<file path="src/rtl/csa_resolve_seq_if.sv">
// Operand and result handshakes of the CSA carry-propagate resolver.
// The producer/consumer side uses master; the resolver uses slave.
interface csa_resolve_seq_if #(
    parameter int unsigned W = 12
);
    logic         in_valid;
    logic         in_ready;
    logic [W-1:0] s_in;
    logic [W-1:0] c_in;
    logic         out_valid;
    logic         out_ready;
    logic [W:0]   sum_out;

    modport master (
        output in_valid, s_in, c_in, out_ready,
        input  in_ready, out_valid, sum_out
    );

    modport slave (
        input  in_valid, s_in, c_in, out_ready,
        output in_ready, out_valid, sum_out
    );
endinterface

</file>
<file path="src/rtl/csa_resolve_seq.sv">
// Sequential resolver of a CSA sum/carry pair, SEG bits per cycle with a registered carry.
// Optional CSA_RESOLVE_CHK_EN adds chk_err, flagging a set c_in LSB on acceptance.
module csa_resolve_seq #(
    parameter int unsigned W   = 12,
    parameter int unsigned SEG = 4
) (
    input logic             clk,
    input logic             rst,
    csa_resolve_seq_if.slave bus
`ifdef CSA_RESOLVE_CHK_EN
    ,
    output logic            chk_err
`endif
);
    localparam int unsigned   NSEG    = (W + SEG - 1) / SEG;
    localparam int unsigned   CW      = (NSEG > 1) ? $clog2(NSEG) : 1;
    localparam logic [CW-1:0] LastSeg = CW'(NSEG - 1);
    localparam logic [W:0]    SegMask = (W + 1)'({(SEG + 1){1'b1}});

    typedef enum logic [1:0] {StIdle, StAdd, StDone} state_e;

    state_e        state_q, state_d;
    logic [W-1:0]  s_q, s_d, c_q, c_d;
    logic          carry_q, carry_d;
    logic [CW-1:0] seg_q, seg_d;
    logic [W:0]    sum_q, sum_d;

    logic [31:0]   base;
    logic [W-1:0]  s_sh, c_sh;
    logic [SEG:0]  seg_sum;
    logic          accept;

    // Shifting right zero-fills, so a short last segment sees zero upper lanes.
    always_comb begin
        base    = 32'(seg_q) * SEG;
        s_sh    = s_q >> base;
        c_sh    = c_q >> base;
        seg_sum = {1'b0, s_sh[SEG-1:0]} + {1'b0, c_sh[SEG-1:0]} + (SEG + 1)'(carry_q);
    end

    assign accept = (state_q == StIdle) && bus.in_valid;

    always_comb begin
        state_d       = state_q;
        s_d           = s_q;
        c_d           = c_q;
        carry_d       = carry_q;
        seg_d         = seg_q;
        sum_d         = sum_q;
        bus.in_ready  = 1'b0;
        bus.out_valid = 1'b0;
        unique case (state_q)
            StIdle: begin
                bus.in_ready = 1'b1;
                if (bus.in_valid) begin
                    s_d     = bus.s_in;
                    c_d     = bus.c_in;
                    carry_d = 1'b0;
                    seg_d   = '0;
                    state_d = StAdd;
                end
            end
            StAdd: begin
                // Segment carry lands one lane above; the next segment overwrites it,
                // and on the last segment it becomes the final carry (or falls off).
                sum_d   = (sum_q & ~(SegMask << base)) | ((W + 1)'(seg_sum) << base);
                carry_d = seg_sum[SEG];
                seg_d   = seg_q + CW'(1);
                if (seg_q == LastSeg) begin
                    seg_d   = '0;
                    state_d = StDone;
                end
            end
            StDone: begin
                bus.out_valid = 1'b1;
                if (bus.out_ready) begin
                    state_d = StIdle;
                end
            end
            default: state_d = StIdle;
        endcase
    end

    assign bus.sum_out = sum_q;

    always_ff @(posedge clk) begin
        if (rst) begin
            state_q <= StIdle;
            s_q     <= '0;
            c_q     <= '0;
            carry_q <= 1'b0;
            seg_q   <= '0;
            sum_q   <= '0;
        end else begin
            state_q <= state_d;
            s_q     <= s_d;
            c_q     <= c_d;
            carry_q <= carry_d;
            seg_q   <= seg_d;
            sum_q   <= sum_d;
        end
    end

`ifdef CSA_RESOLVE_CHK_EN
    logic chk_q, chk_d;

    always_comb begin
        chk_d = chk_q;
        if (accept) begin
            chk_d = bus.c_in[0];
        end
    end

    always_ff @(posedge clk) begin
        if (rst) begin
            chk_q <= 1'b0;
        end else begin
            chk_q <= chk_d;
        end
    end

    assign chk_err = chk_q;
`else
    // No convention check: c_in[0] is added like any other bit.
    logic unused_accept;
    assign unused_accept = accept;
`endif
endmodule
</file>
<file path="src/flat_wrapper.sv">
// flat-port wrapper written by rule: the top's interface ports become plain ports
module csa_resolve_seq_flat 
#(
    parameter int unsigned W   = 12,
    parameter int unsigned SEG = 4
)
  (clk, rst, bus_in_valid, bus_s_in, bus_c_in, bus_out_ready, bus_in_ready, bus_out_valid, bus_sum_out);
  csa_resolve_seq_if #(.W(W)) bus_i ();
  input logic clk;
  input logic rst;
  input wire logic [$bits(bus_i.in_valid)-1:0] bus_in_valid;
  input wire logic [$bits(bus_i.s_in)-1:0] bus_s_in;
  input wire logic [$bits(bus_i.c_in)-1:0] bus_c_in;
  input wire logic [$bits(bus_i.out_ready)-1:0] bus_out_ready;
  output wire logic [$bits(bus_i.in_ready)-1:0] bus_in_ready;
  output wire logic [$bits(bus_i.out_valid)-1:0] bus_out_valid;
  output wire logic [$bits(bus_i.sum_out)-1:0] bus_sum_out;
  assign bus_i.in_valid = bus_in_valid;
  assign bus_i.s_in = bus_s_in;
  assign bus_i.c_in = bus_c_in;
  assign bus_i.out_ready = bus_out_ready;
  assign bus_in_ready = bus_i.in_ready;
  assign bus_out_valid = bus_i.out_valid;
  assign bus_sum_out = bus_i.sum_out;
  csa_resolve_seq #(.W(W), .SEG(SEG)) u_core (.clk(clk), .rst(rst), .bus(bus_i));
endmodule
</file>
<file path="config.mk">
export PLATFORM = sky130hd
export DESIGN_NAME = csa_resolve_seq_flat
export DESIGN_NICKNAME = d
export VERILOG_FILES = /design/src/rtl/csa_resolve_seq_if.sv /design/src/rtl/csa_resolve_seq.sv /design/src/flat_wrapper.sv
export SDC_FILE = /design/constraint.sdc
export NUM_CORES = 1
export LEC_CHECK = 0
export ABC_CLOCK_PERIOD_IN_PS = 3000
export CAP_MARGIN = 20
export CELL_PAD_IN_SITES_DETAIL_PLACEMENT = 1
export CELL_PAD_IN_SITES_GLOBAL_PLACEMENT = 1
export CORE_UTILIZATION = 35
export CTS_CLUSTER_DIAMETER = 120
export CTS_CLUSTER_SIZE = 14
export DETAILED_ROUTE_END_ITERATION = 12
export PLACE_DENSITY = 0.79
export SLEW_MARGIN = 5
export SYNTH_ARGS = -nofsm -noshare
export SYNTH_HDL_FRONTEND = slang
export SYNTH_SLANG_ARGS = --single-unit
</file>
<file path="constraint.sdc">
create_clock -name clk -period 3 [get_ports clk]
set_input_delay 0.3 -clock clk [delete_from_list [all_inputs] [get_ports clk]]
set_output_delay 0.3 -clock clk [all_outputs]
set_load 0.02 [all_outputs]
</file>
==> metrics.sh, run 1 <==
STATUS='completed'
SYNTH-SIMPLE-AREA-SHARE_PCT=24.5
SYNTH_SEQ_AREA_SHARE_PCT=41.6
CLOCKROOTBUFFER='sky130_fd_sc_hd__clkbuf_8'
DIE_SPAN_IN_X_UM=78.0
CP-START-KIND='register'
LAYOUT_SETUP_WS_NS=0.511
SYN_NETS=279
MAXSLEWVIOLCOUNT=0
QUANTITY_OF_I_O_BUFFERS_INSERTED_ON_PORTS=42
SYNTH_AREA_UM2=2020
NUMBER_OF_ANTENNA_VIOLATIONS_AT_THE_FIRST_CHECK_IN_GLOBAL_ROUTING=0
FINAL_LAYOUT_SIZE_SUFFIX_GT1_SHARE_PCT=6.09
YOSYS_WARNINGS=0
DPL_CELL_AREA_UM2=2470
POST-PLACE-WS_NS=0.575
MAX-CLOCK-PATH-BUFFERS=2
TIMING.FINAL.CRIT_SHARE_PCT=83.0
SYNTH_CELL_TYPES=35
CLK_LATENCY_NS=0.29
START_UTIL_PCT=36.5
TIMING.CRITICAL_PATH.FANOUT_MAX=8
WORST_HOLD_PATH.ENDPOINT='u_core.c_q[11]$_SDFFE_PP0P_'
SYNTH_AREA_LEADER_CELL='sky130_fd_sc_hd__dfxtp_1'
CLKTRANSATPATHREGS_NS=0.09
DETAILED_ROUTE_VIAS_PER_INSTANCE=5.07
FLOORPLAN.DIE_AREA_UM2=6080
GRT_START_MAX_NET_PINS=29
PLACE.GP.CONGESTION=0.767
WORST_SLEW_MARGIN_REL_PCT=38.0
FLOORPLAN.ROWS=27
GRT_USAGE_PCT=18.4
FIN_NETS=316
HOLD_PATH_DEPTH=2
POWER-PER-CELL-AREA_nW_PER_UM2=523
XOR_XNOR_SHARE_OF_THE_SYNTHESIZED_AREA_PCT=0.433
RSZ0062_AT_GRT='false'
CTS_SINKS=42
CTS_HOLD_REPAIR_BUFFERS=0
CTS.REPAIR_TIMING.SETUP_BUFFER_COUNT=0
REPORT.FINAL.SETUP_VIOL=0
HOLD_PATH_CLASS='register to register'
SYNTH.MUX.AREA_FRACTION_PCT=3.96
MAXCAP_VIOL_COUNT=0
TIGHTESTPINTRANSITION_NS=0.930
TIMING.CRITICAL_PATH.TO_TYPE='register'
TIMING.HOLD.WORST.START='u_core.c_q[11]$_SDFFE_PP0P_'
CLOCK-SKEW-FINAL_NS=0.00710
FINALCRITICALPERIOD_NS=2.49
HPWL_REPORTED_AT_THE_END_OF_DETAILED_PLACEMENT_UM=3640
CLOCK.FMAX_MHz=402
DRT_WL_TOTAL_UM=5090
CORE_REGION_AREA_UM2=5540
ARRIVAL_NS=2.67
POST_SYNTH.CELL_AREA_AVG_UM2=8.38
YS_DOMINANT_REG_CELL='sky130_fd_sc_hd__dfxtp_1'
SYNTH.TOP_CELLS.BY_COUNT='62 x sky130_fd_sc_hd__nand2_1, 42 x sky130_fd_sc_hd__dfxtp_1, 29 x sky130_fd_sc_hd__a21oi_1'
DRCVIOLATIONCOUNT=0
REG2REG_FROM='u_core.seg_q[1]$_SDFFE_PP0P_'
GRT_OVERFLOW_TOTAL=0
CRITPATHKIND='register to register'
SYNTH_TOP_FAMILY_BY_AREA='simple AND/OR/NAND/NOR gates'
POST-LAYOUT-TOTAL-POWER_W=0.00137
FINAL_ANTENNA_NET_COUNT=0
CTS_BUFFERS=5
POST_CTS_RESIZED=0
TOP_CELL_TYPE_S_SHARE_OF_SYNTHESIZED_AREA_PCT=41.6
TIMING.REG2REG.WORST_PATH_DEPTH=8
CRITICAL_PATH_REQUIRED_NS=3.18
GRT_PASS1_VIAS=1851
LAYOUT-AREA-OVERHEAD-VS-SYNTH_PCT=29.4
NUM_IO_PINS=43
GRT_PASS1_WL_UM=8690
TRITONCTS='done'
POSTSYNTHREGISTERBITS=42
FIN_AREA_UM2=2620
YS_ASYNC_SR_FRACTION_PCT=0
FIN_SETUP_TNS_NS=0
DRT_FIRST_ITER_VIOLATIONS=69
SYNTH_COMPOUND_AREA_SHARE_PCT=17.6
SYNTH.MOST_COMMON_CELL='sky130_fd_sc_hd__nand2_1'
NUMBER_OF_ENABLE_FLIP_FLOP_CELLS_AFTER_SYNTHESIS=0
VERTICAL_DIE_DIMENSION_UM=78.0
SYN-INSTANCE-COUNT=241
ANTENNA_FIX_CELLS=0
VIA_COUNT=1780
POWER.IR.VDD_WORST_uV=234
FIN_HOLD_WS_NS=0.461
CTS_HTREE_LEVELS=2
DETAILEDROUTE.FIRSTPASSITERATIONCOUNT=4
WL_PER_CELL_UM=14.5
POST_SYNTH_MAIN_AREA_CONTRIBUTORS='sky130_fd_sc_hd__dfxtp_1 42%, sky130_fd_sc_hd__nand2_1 12%, sky130_fd_sc_hd__a21oi_1 7.2%'
P_LEAK_nW=0.955
TIMING_HOLD_VIOLATIONS_FINAL=0
POST_SYNTH_FA_HA_MAJ_AREA_FRACTION_PCT=6.93
WORST-R2R-SETUP-SLACK_NS=0.51
kinds of logic (layout without fill, tap and decap cells):
| group | count (synthesis) | count (layout) |
|---|---|---|
| AOI/OAI and AO/OA | 60 | 60 |
| xor gates and xnor gates | 1 | 1 |
| adders and majority gates | 10 | 10 |
| buffers and inverters | 19 | 57 |
| DFF | 42 | 42 |
| muxes | 8 | 8 |
| and+or+nand+nor | 101 | 101 |
routing by layer:
| metal | up-vias | GRT usage (%) | routed length [um] |
|---|---|---|---|
| met5 | - | 0 | 0 |
| met4 | 0 | 6.48 | 82 |
| met3 | 6 | 3.53 | 137 |
| met2 | 33 | 32.5 | 2450 |
| met1 | 840 | 22.2 | 2420 |
| li1 | 901 | - | - |
worst max-delay path, stage by stage (launching register included):
cell,delay [ns]
sky130_fd_sc_hd__dfxtp_1,0.45
sky130_fd_sc_hd__nor2b_1,0.19
sky130_fd_sc_hd__nand2_1,0.12
sky130_fd_sc_hd__o21ai_0,0.12
sky130_fd_sc_hd__fa_1,0.48
sky130_fd_sc_hd__fa_1,0.42
sky130_fd_sc_hd__and3_1,0.22
sky130_fd_sc_hd__nor3_1,0.27
sky130_fd_sc_hd__o21ai_1,0.11
registers in the layout (all words and copies together) (netlist names), named ones only:
name and flops:
u_core.carry_q 1, u_core.bus.sum_out 11, u_core.s_q 12, u_core.c_q 12
u_core.seg_q 2, u_core.state_q 2
through the flow:
stage / utilization [%] / std cells
global placement: 44.6 / 343
detailed placement: 44.6 / 343
global route: 47.2 / 351
finish: 47.2 / 351
floorplan: - / 241
CTS: 47.2 / 351
layout by cell type (no fill, tap or decap), types with 2 or more instances in the layout:
master,n
sky130_fd_sc_hd__o21ai_0,12
sky130_fd_sc_hd__o311ai_1,2
sky130_fd_sc_hd__nand2_1,62
sky130_fd_sc_hd__o211ai_1,3
sky130_fd_sc_hd__ha_1,8
sky130_fd_sc_hd__dfxtp_1,42
sky130_fd_sc_hd__nand3b_1,8
sky130_fd_sc_hd__clkbuf_8,6
sky130_fd_sc_hd__clkdlybuf4s50_1,42
sky130_fd_sc_hd__a21o_1,2
sky130_fd_sc_hd__and3_1,2
sky130_fd_sc_hd__fa_1,2
sky130_fd_sc_hd__inv_1,3
sky130_fd_sc_hd__buf_4,4
sky130_fd_sc_hd__a22oi_1,7
sky130_fd_sc_hd__bufinv_16,2
sky130_fd_sc_hd__a21oi_1,29
sky130_fd_sc_hd__mux2i_1,8
sky130_fd_sc_hd__nand2b_1,2
sky130_fd_sc_hd__nor2_1,10
sky130_fd_sc_hd__nand3_1,3
sky130_fd_sc_hd__and4bb_2,2
sky130_fd_sc_hd__nor2b_1,7
how the worst max path moves through the flow:
stage,startpoint,end,depth (start not counted)
6_report,u_core.seg_q[1]$_SDFFE_PP0P_,register,8
3_3_place_gp,u_core.seg_q[1]$_SDFFE_PP0P_,register,8
3_5_place_dp,u_core.seg_q[1]$_SDFFE_PP0P_,register,8
2_1_floorplan,u_core.seg_q[1]$_SDFFE_PP0P_,register,9
4_1_cts,u_core.seg_q[1]$_SDFFE_PP0P_,register,8
5_1_grt,u_core.seg_q[1]$_SDFFE_PP0P_,register,8
power breakdown:
part | internal [W] | switching (W) | total, W
Clock | 0.000355 | 0.000203 | 0.000558
Sequential | 0.000585 | 0.0000209 | 0.000606
Combinational | 0.0000934 | 0.000109 | 0.000202
Total | 0.00103 | 0.000333 | 0.00137
final cells by class:
type                       count  area (um^2)
fill                         681         2930
multi-input combinational    180         1080
sequential                    42          841
timing repair buffer          46          450
tap                           72         90.1
clock buffer                   6         82.6
clock inverter                 2         60.1
inverter                       3         11.3
No activity file was read; power rests on OpenSTA's default activity.
==> run 2: changes to the inputs <==
--- a/config.mk
+++ b/config.mk
@@ -5,15 +5,15 @@
 export SDC_FILE = /design/constraint.sdc
 export NUM_CORES = 1
 export LEC_CHECK = 0
-export ABC_CLOCK_PERIOD_IN_PS = 3000
+export ABC_CLOCK_PERIOD_IN_PS = 2100
 export CAP_MARGIN = 20
 export CELL_PAD_IN_SITES_DETAIL_PLACEMENT = 1
 export CELL_PAD_IN_SITES_GLOBAL_PLACEMENT = 1
-export CORE_UTILIZATION = 35
+export CORE_UTILIZATION = 33
 export CTS_CLUSTER_DIAMETER = 120
 export CTS_CLUSTER_SIZE = 14
 export DETAILED_ROUTE_END_ITERATION = 12
-export PLACE_DENSITY = 0.79
+export PLACE_DENSITY = 0.78
 export SLEW_MARGIN = 5
 export SYNTH_ARGS = -nofsm -noshare
 export SYNTH_HDL_FRONTEND = slang
==> constraint.sdc (replaced) <==
create_clock -name clk -period 2.1 [get_ports clk]
set_input_delay 0.21 -clock clk [delete_from_list [all_inputs] [get_ports clk]]
set_output_delay 0.21 -clock clk [all_outputs]
set_load 0.02 [all_outputs]
==> run 2 against run 1 <==
Compared with the run above: die area rose by 5.9%; non-clock buffer count rose by 8; routed wire length rose by 1.5%; critical path depth fell by 1; total power rose by 33%; hold slack got worse by 0.0031 ns; clock power rose by 13%; cell area rose by 3.3%; sequential power rose by 43%; largest power group unchanged.
==> metrics.sh, run 2 (synthesis gave the netlist of run 1 again) <==
STATUS='completed'  # unchanged
GRT_START_MAX_NET_PINS=25  # was 29
CLOCK-SKEW-FINAL_NS=0.00382  # was 0.00710 ns
WL_PER_CELL_UM=14.3  # was 14.5 um
CLK_LATENCY_NS=0.30  # was 0.29 ns
HOLD_PATH_DEPTH=3  # was 2
START_UTIL_PCT=34.1  # was 36.5%
FINAL_LAYOUT_SIZE_SUFFIX_GT1_SHARE_PCT=12.2  # was 6.09%
DRT_FIRST_ITER_VIOLATIONS=67  # was 69
TIMING.FINAL.CRIT_SHARE_PCT=96.3  # was 83.0%
CLOCK.FMAX_MHz=494  # was 402 MHz
POWER-PER-CELL-AREA_nW_PER_UM2=670  # was 523 nW/um^2
CTS_SINKS=42  # unchanged
DIE_SPAN_IN_X_UM=80.3  # was 78.0 um
HOLD_PATH_CLASS='primary input to register'  # was register to register
CLOCKROOTBUFFER='sky130_fd_sc_hd__clkbuf_8'  # unchanged
MAX-CLOCK-PATH-BUFFERS=2  # unchanged
GRT_OVERFLOW_TOTAL=0  # unchanged
DETAILED_ROUTE_VIAS_PER_INSTANCE=4.97  # was 5.07
CP-START-KIND='register'  # unchanged
FIN_NETS=324  # was 316
CTS_HTREE_LEVELS=2  # unchanged
FINALCRITICALPERIOD_NS=2.02  # was 2.49 ns
NUM_IO_PINS=43  # unchanged
FILLCELLCOUNT=710  # was 681
TIMING.REG2REG.WORST_PATH_DEPTH=7  # was 8
TIMING_HOLD_VIOLATIONS_FINAL=0  # unchanged
GRT_USAGE_PCT=17.2  # was 18.4%
REPORT.FINAL.SETUP_VIOL=0  # unchanged
DRT_WL_TOTAL_UM=5170  # was 5090 um
FLOORPLAN.ROWS=28  # was 27
DRCVIOLATIONCOUNT=0  # unchanged
PLACE.GP.CONGESTION=0.777  # was 0.767
P_LEAK_nW=0.983  # was 0.955 nW
QUANTITY_OF_I_O_BUFFERS_INSERTED_ON_PORTS=42  # unchanged
FIN_SETUP_TNS_NS=0  # unchanged
HPWL_REPORTED_AT_THE_END_OF_DETAILED_PLACEMENT_UM=3760  # was 3640 um
CRITICAL_PATH_REQUIRED_NS=2.28  # was 3.18 ns
MAXCAP_VIOL_COUNT=0  # unchanged
VIA_COUNT=1800  # was 1,780
CLKTRANSATPATHREGS_NS=0.08  # was 0.09 ns
TRITONCTS='done'  # unchanged
CTS_BUFFERS=5  # unchanged
GRT_PASS1_WL_UM=8470  # was 8690 um
MAXSLEWVIOLCOUNT=0  # unchanged
DPL_CELL_AREA_UM2=2540  # was 2470 um^2
TIMING.CRITICAL_PATH.FANOUT_MAX=5  # was 8
POWER.IR.VDD_WORST_uV=280  # was 234 uV
FINAL_ANTENNA_NET_COUNT=0  # unchanged
CORE_REGION_AREA_UM2=5920  # was 5540 um^2
WORST_SLEW_MARGIN_REL_PCT=65.2  # was 38.0%
LAYOUT-AREA-OVERHEAD-VS-SYNTH_PCT=33.7  # was 29.4%
CRITPATHKIND='register to register'  # unchanged
POST-LAYOUT-TOTAL-POWER_W=0.00181  # was 0.00137 W
TIGHTESTPINTRANSITION_NS=0.520  # was 0.930 ns
TIMING.CRITICAL_PATH.TO_TYPE='register'  # unchanged
ARRIVAL_NS=2.21  # was 2.67 ns
FINAL_CELL_MIX='62 x sky130_fd_sc_hd__nand2_1, 42 x sky130_fd_sc_hd__clkdlybuf4s50_1, 41 x sky130_fd_sc_hd__dfxtp_1, 29 x sky130_fd_sc_hd__a21oi_1, 11 x sky130_fd_sc_hd__buf_4'  # was 62 x sky130_fd_sc_hd__nand2_1, 42 x sky130_fd_sc_hd__dfxtp_1, 42 x sky130_fd_sc_hd__clkdlybuf4s50_1, 29 x sky130_fd_sc_hd__a21oi_1, 12 x sky130_fd_sc_hd__o21ai_0
VERTICAL_DIE_DIMENSION_UM=80.3  # was 78.0 um
MOST_COMMON_LIBRARY_CELL_IN_THE_LAYOUT_IGNORING_FILL_AND_TAPS='sky130_fd_sc_hd__nand2_1'  # unchanged
ANTENNA_FIX_CELLS=0  # unchanged
FIN_AREA_UM2=2700  # was 2620 um^2
CTS_HOLD_REPAIR_BUFFERS=0  # unchanged
GRT_PASS1_VIAS=1832  # was 1,851
NUMBER_OF_ANTENNA_VIOLATIONS_AT_THE_FIRST_CHECK_IN_GLOBAL_ROUTING=0  # unchanged
DETAILEDROUTE.FIRSTPASSITERATIONCOUNT=4  # unchanged
FLOORPLAN.DIE_AREA_UM2=6440  # was 6080 um^2
[run 2: area by class of cell]
class | instances | area [um^2] | area share, %
Clock inverter | 1 | 30.0 | 1.11
Multi-Input combinational cell | 180 | 1130 | 41.9
Clock buffer | 7 | 76.3 | 2.82
Timing Repair Buffer | 54 | 514 | 19.0
Sequential cell | 42 | 845 | 31.3
Inverter | 3 | 11.3 | 0.417
Tap cell | 75 | 93.8 | 3.47
[run 2: worst max-delay path, stage by stage (launching register included)]
cell                      delay (ns)
sky130_fd_sc_hd__dfxtp_4        0.39
sky130_fd_sc_hd__mux2i_1        0.19
sky130_fd_sc_hd__o21ai_1        0.11
sky130_fd_sc_hd__fa_2           0.39
sky130_fd_sc_hd__fa_2           0.40
sky130_fd_sc_hd__and3_4         0.18
sky130_fd_sc_hd__nor3_4         0.15
sky130_fd_sc_hd__o41ai_2        0.10
[run 2: metal layers]
metal  GRT usage, %  routed length, um  part of all wire [%]
met5              0                  0                     0
met4           4.82                 63                   1.2
met3           3.86                169                   3.3
met2           30.9               2540                    49
met1           20.5               2390                    46
[run 2: repair_timing]
item | in CTS | in global routing
pin swaps | 0 | 3
cloned | 0 | 0
setup buffers | 0 | 1
setup endpoints to repair | 2 | 11
hold endpoints to repair | 0 | 0
resized for setup | 1 | 9
[run 2: per-stage QoR]
| step | hold WS (ns) | setup WS (ns) | utilization (%) | std cells |
|---|---|---|---|---|
| final | 0.458 | 0.0770 | 45.6 | 362 |
| after global placement | 0.445 | 0.108 | 43.0 | 353 |
| after detailed placement | 0.451 | 0.0360 | 43.0 | 353 |
| after global routing | 0.473 | -0.00854 | 45.6 | 362 |
| after floorplan | 0.346 | -0.0282 | - | 241 |
| after CTS | 0.453 | 0.00286 | 44.9 | 361 |
[run 2: where the power goes]
part / total (W) / switching (W) / internal [W]
sequential: 0.000865 / 0.0000297 / 0.000835
clock: 0.000630 / 0.000274 / 0.000356
combinational: 0.000317 / 0.000162 / 0.000154
total: 0.00181 / 0.000466 / 0.00135
[run 2: final timing paths]
kind	start	end	slack, ns
max	u_core.seg_q[1]$_SDFFE_PP0P_	register	0.08
min	bus_c_in[7]	u_core.c_q[7]$_SDFFE_PP0P_	0.46
max reg2reg	u_core.seg_q[1]$_SDFFE_PP0P_	register	0.08
min reg2reg	u_core.c_q[9]$_SDFFE_PP0P_	u_core.c_q[9]$_SDFFE_PP0P_	0.46
